**config.mk**
```make
export PLATFORM = sky130hd
export DESIGN_NAME = key_schedule_gen
export DESIGN_NICKNAME = d
export VERILOG_FILES = /design/src/rtl/crypto_pkg.sv /design/src/rtl/key_round_fn.sv /design/src/rtl/key_schedule_gen.sv
export SDC_FILE = /design/constraint.sdc
export NUM_CORES = 1
export LEC_CHECK = 0
export CAP_MARGIN = 20
export CORE_MARGIN = 5
export CORE_UTILIZATION = 40
export CTS_BUF_LIST = sky130_fd_sc_hd__clkbuf_8
export DETAILED_ROUTE_END_ITERATION = 12
export GPL_TIMING_DRIVEN = 0
export PLACE_DENSITY = 0.7
export SKIP_LAST_GASP = 1
export SYNTH_ARGS = -nofsm -noshare
export SYNTH_HDL_FRONTEND = slang
export SYNTH_SLANG_ARGS = --single-unit
```
**constraint.sdc**
```tcl
create_clock -name clk -period 2.85 [get_ports clk]
set_input_delay 0.57 -clock clk [delete_from_list [all_inputs] [get_ports clk]]
set_output_delay 0.57 -clock clk [all_outputs]
set_load 0.01 [all_outputs]
```
**src/rtl/crypto_pkg.sv**
```systemverilog
// Shared definitions for the crypto core key path: default key width, key schedule
// FSM encoding and the reference round-key function (rotate-left, XOR round constant).
package crypto_pkg;

    localparam int unsigned KEY_W_DEFAULT = 16;

    typedef enum logic [2:0] {
        StIdle = 3'd0,
        StReq  = 3'd1,
        StCapt = 3'd2,
        StEmit = 3'd3,
        StFin  = 3'd4,
        StGen  = 3'd5
    } ks_state_e;

    // Next round key at the default width: rotl(rk, rot) ^ zero-extended (idx + 1).
    function automatic logic [KEY_W_DEFAULT-1:0] round_key_next(
        input logic [KEY_W_DEFAULT-1:0] rk,
        input logic [3:0]               idx,
        input int unsigned              rot
    );
        logic [KEY_W_DEFAULT-1:0] rotated;
        logic [3:0]               rc;
        rotated = (rk << rot) | (rk >> (KEY_W_DEFAULT - rot));
        rc      = idx + 4'd1;
        return rotated ^ {{(KEY_W_DEFAULT-4){1'b0}}, rc};
    endfunction

endpackage

```
**src/rtl/key_round_fn.sv**
```systemverilog
// Combinational round function: next key = rotl(rk, ROT) ^ zero-extended (idx + 1).
module key_round_fn
    import crypto_pkg::*;
#(
    parameter int unsigned KEY_W = KEY_W_DEFAULT,
    parameter int unsigned ROT   = 3
) (
    input  logic [KEY_W-1:0] i_rk,
    input  logic [3:0]       i_idx,
    output logic [KEY_W-1:0] o_rk
);

    logic [3:0]       w_rc;
    logic [KEY_W-1:0] w_rot;

    // Round constant is 4-bit; no wrap occurs because idx never exceeds 14 here.
    assign w_rc  = i_idx + 4'd1;
    assign w_rot = (i_rk << ROT) | (i_rk >> (KEY_W - ROT));
    assign o_rk  = w_rot ^ {{(KEY_W-4){1'b0}}, w_rc};

endmodule

```
**src/rtl/key_schedule_gen.sv**
```systemverilog
// Key schedule generator: fetches the stored key, expands it into ROUNDS round keys and
// streams them out over valid/ready. Optional macro KEY_SCHEDULE_DECRYPT_EN adds a dec
// input that pre-computes all keys into a buffer and emits them in reverse order.
module key_schedule_gen
    import crypto_pkg::*;
#(
    parameter int unsigned KEY_W  = KEY_W_DEFAULT,
    parameter int unsigned ROUNDS = 8,
    parameter int unsigned ROT    = 3
) (
    input  logic             clk,
    input  logic             rst,
    input  logic             start,
`ifdef KEY_SCHEDULE_DECRYPT_EN
    input  logic             dec,
`endif
    output logic             key_req,
    input  logic [KEY_W-1:0] key_in,
    output logic [KEY_W-1:0] rk_out,
    output logic [3:0]       rk_idx,
    output logic             rk_valid,
    input  logic             rk_ready,
    output logic             busy,
    output logic             done
);

    localparam logic [3:0] LAST_IDX = 4'(ROUNDS - 1);

    ks_state_e        r_state;
    ks_state_e        w_next;
    logic [KEY_W-1:0] r_rk;
    logic [3:0]       r_cnt;
    logic [KEY_W-1:0] w_rk_next;
    logic [3:0]       w_cnt_inc;
    logic             w_last;

`ifdef KEY_SCHEDULE_DECRYPT_EN
    localparam int unsigned IDX_W = (ROUNDS > 1) ? $clog2(ROUNDS) : 1;
    logic             r_dec;
    logic [KEY_W-1:0] r_buf [0:ROUNDS-1];
    logic [3:0]       w_cnt_dec;
    assign w_cnt_dec = r_cnt - 4'd1;
`endif

    assign w_cnt_inc = r_cnt + 4'd1;
    assign w_last    = (r_cnt == LAST_IDX);

    // One round-function instance serves both the on-the-fly path and GEN.
    key_round_fn #(
        .KEY_W (KEY_W),
        .ROT   (ROT)
    ) u_round_fn (
        .i_rk  (r_rk),
        .i_idx (r_cnt),
        .o_rk  (w_rk_next)
    );

    // State register.
    always_ff @(posedge clk or posedge rst) begin
        if (rst) begin
            r_state <= StIdle;
        end else begin
            r_state <= w_next;
        end
    end

    // Next-state logic.
    always_comb begin
        w_next = r_state;
        case (r_state)
            StIdle: if (start) w_next = StReq;
            StReq:  w_next = StCapt;
`ifdef KEY_SCHEDULE_DECRYPT_EN
            StCapt: w_next = r_dec ? StGen : StEmit;
            StGen:  if (w_last) w_next = StEmit;
            StEmit: begin
                if (rk_ready) begin
                    if (r_dec ? (r_cnt == 4'd0) : w_last) w_next = StFin;
                end
            end
`else
            StCapt: w_next = StEmit;
            StEmit: if (rk_ready && w_last) w_next = StFin;
`endif
            StFin:  w_next = StIdle;
            default: w_next = StIdle;
        endcase
    end

    // Moore outputs; key/index are forced to zero whenever they are not being presented.
    always_comb begin
        key_req  = (r_state == StReq);
        rk_valid = (r_state == StEmit);
        busy     = (r_state != StIdle);
        done     = (r_state == StFin);
        rk_out   = rk_valid ? r_rk : '0;
        rk_idx   = rk_valid ? r_cnt : 4'd0;
    end

    // Key register, round counter and (optionally) the decrypt key buffer.
    always_ff @(posedge clk or posedge rst) begin
        if (rst) begin
            r_rk  <= '0;
            r_cnt <= 4'd0;
`ifdef KEY_SCHEDULE_DECRYPT_EN
            r_dec <= 1'b0;
            for (int k = 0; k < int'(ROUNDS); k++) begin
                r_buf[k] <= '0;
            end
`endif
        end else begin
            case (r_state)
`ifdef KEY_SCHEDULE_DECRYPT_EN
                StIdle: if (start) r_dec <= dec;
`endif
                StCapt: begin
                    r_rk  <= key_in;
                    r_cnt <= 4'd0;
`ifdef KEY_SCHEDULE_DECRYPT_EN
                    r_buf[0] <= key_in;
`endif
                end
`ifdef KEY_SCHEDULE_DECRYPT_EN
                // Last GEN cycle leaves r_rk = rk[ROUNDS-1] and r_cnt = ROUNDS-1 for EMIT.
                StGen: begin
                    if (!w_last) begin
                        r_rk                         <= w_rk_next;
                        r_buf[w_cnt_inc[IDX_W-1:0]] <= w_rk_next;
                        r_cnt                        <= w_cnt_inc;
                    end
                end
`endif
                StEmit: begin
                    if (rk_ready) begin
`ifdef KEY_SCHEDULE_DECRYPT_EN
                        if (r_dec) begin
                            if (r_cnt != 4'd0) begin
                                r_rk  <= r_buf[w_cnt_dec[IDX_W-1:0]];
                                r_cnt <= w_cnt_dec;
                            end
                        end else if (!w_last) begin
                            r_rk  <= w_rk_next;
                            r_cnt <= w_cnt_inc;
                        end
`else
                        if (!w_last) begin
                            r_rk  <= w_rk_next;
                            r_cnt <= w_cnt_inc;
                        end
`endif
                    end
                end
                default: ;
            endcase
        end
    end

endmodule

```
# Yosys cells after proc, flatten, opt, wreduce, memory -nomap -nowiden
# Cells that the tools add are included.
[word_totals] output_inout_bits=24 inputBits=20 elab_cells=32 ff_bits=23
[classes] reduce_logical=6 n_addsub=1 n_eq_ne=9 mux=11 bitwise_logic=2
[ops] cell="16-bit two-way mux" n=3
[ops] cell="16-bit one-hot mux with 2 select lines" n=1
[ops] cell="16-bit by 3-bit bitwise OR with 16-bit output" n=1
[ops] cell="16-bit by 4-bit bitwise XOR with 16-bit output" n=1
[ops] cell="4-bit two-way mux" n=3
[ops] cell="3-bit one-hot mux with 4 select lines" n=1
[ops] cell="4-bit one-hot mux with 2 select lines" n=1
[ops] cell="3-bit by 2-bit equality test with 1-bit output, second input constant" n=2
[ops] cell="3-bit two-way mux" n=2
[ops] cell="4-bit by 1-bit adder with 4-bit output, second input constant" n=1
[ops] cell="4-bit by 3-bit equality test with 1-bit output, second input constant" n=1
[ops] cell="2-bit by 1-bit inequality test with 1-bit output, second input constant" n=2
[ops] cell="2-bit inequality test, second input constant" n=2
[ops] cell="3-bit by 1-bit equality test with 1-bit output, second input constant" n=1
[ops] cell="3-bit equality test, second input constant" n=1
[ops] cell="3-bit logical NOT" n=1
[ops] cell="3-bit AND reduction" n=1
[ops] cell="3-bit nonzero test" n=1
[ops] cell="2-bit AND reduction" n=1
[ops] cell="2-bit nonzero test" n=1
[ops] cell="1-bit logical AND" n=1

# Longest topological paths before layout
# Gate-level depths: netlist of run 1.
[depth] ltp_word=5 depth_mapped=6 mapped_depth_nobuf=5

# Modules after synthesis
# From an unflattened synthesis of run 1, not the netlist that was laid out.
[unflattened] hier_cells=135 hier_area_um2=1516.5
[modules_own_cells] module="key_schedule_gen" seq_area_each_um2=575.6 cells_each=115 instances=1 area_per_inst_um2=1356.3
[modules_own_cells] module="key_round_fn" seq_area_each_um2=0.0 cells_each=20 instances=1 area_per_inst_um2=160.2

# Least setup slack after synthesis of run 1
# OpenSTA, ideal clock, no wires.
[synth_timing] kind="register to output" start="reg r_state[2]" end="out rk_out[10]" stages_incl_launch_ff=5 t_arrival_ns=1.153 required_time_ns=2.280 setup_slack_ns=1.127 path_buffers=2 path_cell_list="dfrtp_1 -> and2b_4 -> buf_6 -> clkbuf_2 -> and3_1"
[synth_via] elab_chain_len=2
[synth_rtl] item="start, declared" line_no="key_schedule_gen.sv:29" text="ks_state_e r_state;"
[synth_rtl] item="start signal, assigned" line_no="key_schedule_gen.sv:61" text="r_state <= StIdle;"
[synth_rtl] item="start signal, assigned" line_no="key_schedule_gen.sv:63" text="r_state <= w_next;"
[synth_rtl] item="3-bit by 2-bit equality test with 1-bit output" line_no="key_schedule_gen.sv:93" text="rk_valid = (r_state == StEmit);"
[synth_rtl] item="16-bit two-way mux" line_no="key_schedule_gen.sv:96" text="rk_out = rk_valid ? r_rk : '0;"
[synth_rtl] item="end, declared" line_no="key_schedule_gen.sv:19" text="output logic [KEY_W-1:0] rk_out,"
# No other way between the ends.

# Final worst setup path of run 1
[layout_timing] start="reg r_state[2]" end="out rk_out[3]"
# Same word-level chain as after synthesis.

==> impl_metrics.py, run 1 <==
metrics = {
    "outcome": {
        "status": "finished, final reports clean",
    },
    "floorplan": {
        "core_sq_mm": 0.00336,
        "num_rows": 21,
        "initial_utilization_pct": 41.7,
        "die_area_sq_mm": 0.00479,
        "ioPinCount": 44,
        "die_w_um": 69.2,
        "die_y_um": 69.2,
    },
    "timing": {
        "fin_crit_ps": 2650,
        "slew_headroom_pct": 39.8,
        "post-route-period-util_pct": 92.8,
        "setup_viol": 0,
        "max_freq_mhz": 378,
        "worst_slew_pin_slew_ps": 902,
        "fin_setup_tns_ps": 0,
        "hold_viol": 0,
        "slew_viol_final": 0,
        "timing.clock.skew_ps": 5.54,
        "rsz0062_at_grt": "no",
    },
    "logic_synthesis": {
        "synth_top_area_share_pct": 41.0,
        "yosysTopAreaCell": "dfrtp_1",
        "syn_nets": 178,
        "ys_async_sr_fraction_pct": 100,
        "synth_cell_types": 37,
        "synth_top_flop_cell": "dfrtp_1",
        "synth.most_common_cell": "o22ai_1",
        "yosysSeqAreaShare_pct": 41.0,
        "netlist_instances": 157,
        "yosys_warnings": 0,
        "syn_avg_cell_area_sq_um": 8.94,
        "ys_seq_elements": 23,
        "ys_top_cells_by_area": "dfrtp_1 41%, o22ai_1 11%, and3_1 8.5%, a21oi_1 3.9%, nand2b_1 2.7%",
        "syn-cell-area_sq_mm": 0.00140,
        "synth-edff-count": 0,
        "yosys-top-cells-count": "24 x o22ai_1, 23 x dfrtp_1, 19 x and3_1",
    },
    "clock_tree": {
        "clkTransAtPathRegs_ps": 80,
        "htreeDepth": 1,
        "cts_setup_buffers": 0,
        "cts-root-buf": "clkbuf_8",
        "clock_sinks": 23,
        "cts_buffer_depth": 2,
        "hold_buffers": 0,
        "cts_made_buffers": 3,
        "clock_latency_ps": 270,
        "cts_tree": "done",
    },
    "detailed_routing": {
        "vias": 1383,
        "drt_wl_total_um": 4110,
        "drt-met1-wl_um": 1920,
        "drcViolationCount": 0,
        "wl_per_cell_um": 16.4,
        "via_per_inst": 5.53,
        "drt-initial-drc-count": 83,
        "ant_nets": 0,
        "dr_wl_met2_um": 1960,
        "route.met3.wl_um": 185,
        "top_layer": "met4",
        "drtPass1Iterations": 4,
    },
    "hold_path": {
        "hold_path.class": "reg2reg",
        "hp-start": "r_state[2]",
    },
    "setup_path": {
        "path_class": "reg2out",
        "path_buf_inv": 3,
        "path_delay_family": "buffers and inverters",
        "crit_chain": "and2b_4, buf_6, clkbuf_2, and3_1, clkdlybuf4s50_1",
        "startpoint": "r_state[2]",
        "crit_path_end_kind": "output pin",
        "critPathLaunchType": "flip-flop",
        "cpMaxStageDelayCell": "clkdlybuf4s50_1",
        "arrival_ps": 2080,
        "path_max_fanout": 10,
        "max_stage_delay_ps": 530,
        "critPathRequiredTime_ps": 2280,
        "reg2reg_from": "r_cnt[0]",
    },
    "pwr": {
        "totalPowerFinal_mw": 2.50,
        "p_leak_nw": 0.825,
        "powerDensity_mw_per_mm2": 1290,
        "peakVddDrop_mv": 0.701,
    },
    "layout": {
        "areaGrowthSynthToFinish_pct": 38.1,
        "fin_area_sq_mm": 0.00194,
        "final_core_util_pct": 57.6,
        "fin_cells": 250,
        "nets": 226,
        "antenna_cells": 0,
        "n_fill_cell": 354,
        "final_layout_size_suffix_gt1_share_pct": 8.33,
    },
    "global_route": {
        "grtUsageTotal_pct": 17.4,
        "antenna_found_initial": 0,
        "grt_max_degree": 24,
        "grt_overflow": 0,
        "grt_pass1_wl_um": 6960,
        "grt_pass1_vias": 1468,
    },
    "job": {
        "cap_violations": 0,
    },
    "placement": {
        "place.gp.congestion": 0.857,
        "io_buffers": 43,
        "hpwl_um": 3030,
        "dpl_cell_area_sq_mm": 0.00189,
        "dp.cells": 246,
    },
}
## final timing paths
check,to,slack [ps],depth (start not counted)
setup reg to reg,r_rk[11],1200,5
min in group asynchronous,r_rk[8],800,2
hold reg to reg,r_state[0],530,1
max in group asynchronous,r_cnt[1],1490,2
setup / recovery,rk_out[3],200,5
hold / removal,r_state[0],530,1
## where the power goes
group          internal [mW]  total, mW  leakage, nW  switching (mW)
combinational          0.913       1.65        0.543           0.741
sequential             0.477      0.638        0.255           0.161
clock                 0.0965      0.204       0.0269           0.108
## area by class of cell
class / count / area (sq um) / share of cell area, %
plain buffers: 13 / 80.1 / 4.13
clock buffers: 3 / 41.3 / 2.13
clock inverters: 1 / 3.75 / 0.194
inverters: 4 / 15.0 / 0.775
multi-input cells: 117 / 734 / 37.9
flip-flops and latches: 23 / 576 / 29.7
well taps: 46 / 57.6 / 2.97
repair buffers: 43 / 430 / 22.2
## routing by layer
layer | track usage (%) | vias to the layer above
met2 | 27.2 | 37
met4 | 4.56 | 0
met3 | 4.93 | 7
met5 | 0 | -
met1 | 23.7 | 660
li1 | - | 679
## cell usage in the layout (no fill, tap or decap), types with 3 or more instances in the layout
master and instances:
a21oi_1 11, a2bb2oi_1 4, and3_1 19, buf_2 5
clkbuf_8 3, clkdlybuf4s50_1 43, dfrtp_1 23, inv_1 5
nand2_1 7, nand2b_1 6, nor2_1 8, o21ai_0 5
o22ai_1 24, xnor2_1 3, xor2_1 3
## sequential cells by signal (all words and copies together), names as in the netlist
register / flops
r_state: 3
r_cnt: 4
r_rk: 16
## cells by family (layout without fill, tap and decap cells)
logic type | after synthesis | after routing | share of synthesized area [%]
multiplexers | 1 | 1 | 0.713
adder cells (fa/ha/maj) | 1 | 1 | 0.891
AO/OA/AOI/OAI | 52 | 52 | 23.0
AND/OR/NAND/NOR | 57 | 57 | 24.0
buffers and inverters | 17 | 64 | 6.68
flip-flops | 23 | 23 | 41.0
XOR/XNOR | 6 | 6 | 3.74
## per-stage QoR
step / worst slack, ps / hold slack (ps)
after floorplan: 1130 / 475
after global placement: 459 / 509
after detailed placement: 455 / 528
after CTS: 157 / 537
final: 204 / 532
after global routing: 82.7 / 593
## repair_timing
item,4_1_cts,5_1_grt
endpoints found under the setup margin,0,1
resized for setup,0,2
endpoints found under the hold margin,0,0
(Power assumes the default switching activity.)
==> inputs of run 2 (changes only) <==
CORE_UTILIZATION = 48   (was 40)
PLACE_DENSITY = 0.82   (was 0.7)
==> run 2 against run 1 <==
  * Non-clock buffer count unchanged
  * Power is 0.65% higher
  * Critical path type unchanged
  * Worst setup slack lost 43 ps
  * First-iteration DRC count increased by 11%
  * Wire length down 2.4%
  * Sequential power down 0.6%
  * Combinational power hardly changed
==> impl_metrics.py, run 2 (synthesis gave the netlist of run 1 again) <==
metrics = {
    "setup_path": {
        "path_max_fanout": 10,
        "r2r_cells": 6,
        "crit_path_end_kind": "output pin",
        "arrival_ps": 2120,
        "critPathLaunchType": "flip-flop",
        "reg2reg_slack_ps": 1200,
        "path_buf_inv": 3,
        "max_stage_delay_ps": 570,
        "startpoint": "r_state[0]",
        "crit_chain": "buf_2, clkbuf_1, nor3b_1, clkdlybuf4s50_1",
        "path_delay_family": "buffers and inverters",
        "critPathRequiredTime_ps": 2280,
        "path_class": "reg2out",
        "cpMaxStageDelayCell": "clkdlybuf4s50_1",
        "r2r_end": "r_rk[8]",
        "reg2reg_from": "r_cnt[0]",
    },
    "detailed_routing": {
        "wl_per_cell_um": 17.1,
        "drcViolationCount": 0,
        "drt-initial-drc-count": 92,
        "drt_wl_total_um": 4010,
        "ant_nets": 0,
        "drtPass1Iterations": 4,
        "via_per_inst": 6.19,
        "vias": 1455,
    },
    "placement": {
        "hpwl_um": 2930,
        "place.gp.congestion": 0.876,
        "io_buffers": 43,
    },
    "floorplan": {
        "core_sq_mm": 0.00278,
        "die_area_sq_mm": 0.00411,
        "die_w_um": 64.1,
        "initial_utilization_pct": 50.5,
        "ioPinCount": 44,
        "die_y_um": 64.1,
        "num_rows": 19,
    },
    "global_route": {
        "grt_max_degree": 24,
        "antenna_found_initial": 0,
        "grt_pass1_wl_um": 6730,
        "grtUsageTotal_pct": 19.9,
        "grt_overflow": 0,
        "grt_pass1_vias": 1456,
    },
    "layout": {
        "layout_common_cells": "43 x clkdlybuf4s50_1, 24 x o22ai_1, 23 x dfrtp_1",
        "largest_reg_flops": 16,
        "top_regs": "r_rk: 16 flops, r_cnt: 4 flops, r_state: 3 flops",
        "top_register": "r_rk",
        "layout_commonest_cell": "clkdlybuf4s50_1",
        "final_core_util_pct": 69.0,
        "n_fill_cell": 233,
        "final_layout_size_suffix_gt1_share_pct": 7.84,
        "areaGrowthSynthToFinish_pct": 36.6,
        "antenna_cells": 0,
        "nets": 226,
    },
    "clock_tree": {
        "clock_sinks": 23,
        "htreeDepth": 1,
        "cts_resized": 0,
        "hold_buffers": 0,
        "clkTransAtPathRegs_ps": 90,
        "cts_buffer_depth": 2,
        "clock_latency_ps": 270,
        "cts_setup_buffers": 0,
        "cts-root-buf": "clkbuf_8",
        "cts_tree": "done",
        "cts_made_buffers": 3,
    },
    "hold_path": {
        "hp-start": "r_state[2]",
        "holdPathStages": 1,
        "holdPathEnd": "r_state[0]",
        "hold_path.class": "reg2reg",
    },
    "timing": {
        "max_freq_mhz": 372,
        "slew_headroom_pct": 40.6,
        "timing.clock.skew_ps": 8.44,
        "rsz0062_at_grt": "no",
        "worst_hold_slack_ps": 528,
        "setup_viol": 0,
        "post-route-period-util_pct": 94.4,
        "slew_viol_final": 0,
        "fin_setup_tns_ps": 0,
        "fin_crit_ps": 2690,
        "worst_slew_pin_slew_ps": 890,
        "hold_viol": 0,
    },
    "job": {
        "cap_violations": 0,
    },
    "pwr": {
        "powerDensity_mw_per_mm2": 1310,
        "p_leak_nw": 0.822,
        "peakVddDrop_mv": 0.920,
    },
    "outcome": {
        "status": "finished, final reports clean",
    },
}
## run 2: worst reg2reg max path: cells and delay by family, from the launching register on
family / cells / cell delay (ps)
adders and majority gates: 1 / 310
DFF: 1 / 470
and+or+nand+nor: 2 / 290
buffers and inverters: 1 / 170
AOI/OAI and AO/OA: 2 / 260
## run 2: per-stage QoR
step                area, sq um  instances  setup WS, ps  power [mW]
CTS                        1920        235           180        2.52
detailed placement         1870        231           474        2.30
global route               1920        235          16.1        2.70
floorplan                  1400        157          1130        1.57
finish                     1920        235           161        2.51
global placement           1870        231           495        2.26
## run 2: how the worst max path moves through the flow
stage	endpoint	slack, ps	cells past startpoint
after floorplan	rk_out[10]	1130	4
after global placement	key_req	500	4
after detailed placement	key_req	470	4
after CTS	key_req	180	4
after global routing	key_req	20	4
final	key_req	160	4
## run 2: layout make-up
class	instances	area, sq um	area share [%]
plain buffers	13	78.8	4.11
clock buffers	3	41.3	2.15
clock inverters	1	3.75	0.196
inverters	4	15.0	0.783
multi-input cells	117	734	38.3
flip-flops and latches	23	576	30.0
well taps	31	38.8	2.02
repair buffers	43	430	22.4
## run 2: power breakdown
part           switching [mW]  internal (mW)  total, mW
registers               0.157          0.477      0.634
clock network           0.110         0.0964      0.207
logic                   0.761          0.911       1.67
total                    1.03           1.48       2.51
## run 2: per-layer routing
metal / track usage (%) / part of all wire, %
met1: 27.3 / 44
met2: 31.8 / 48
met3: 3.15 / 5.7
met4: 6.75 / 1.7
met5: 0 / 0
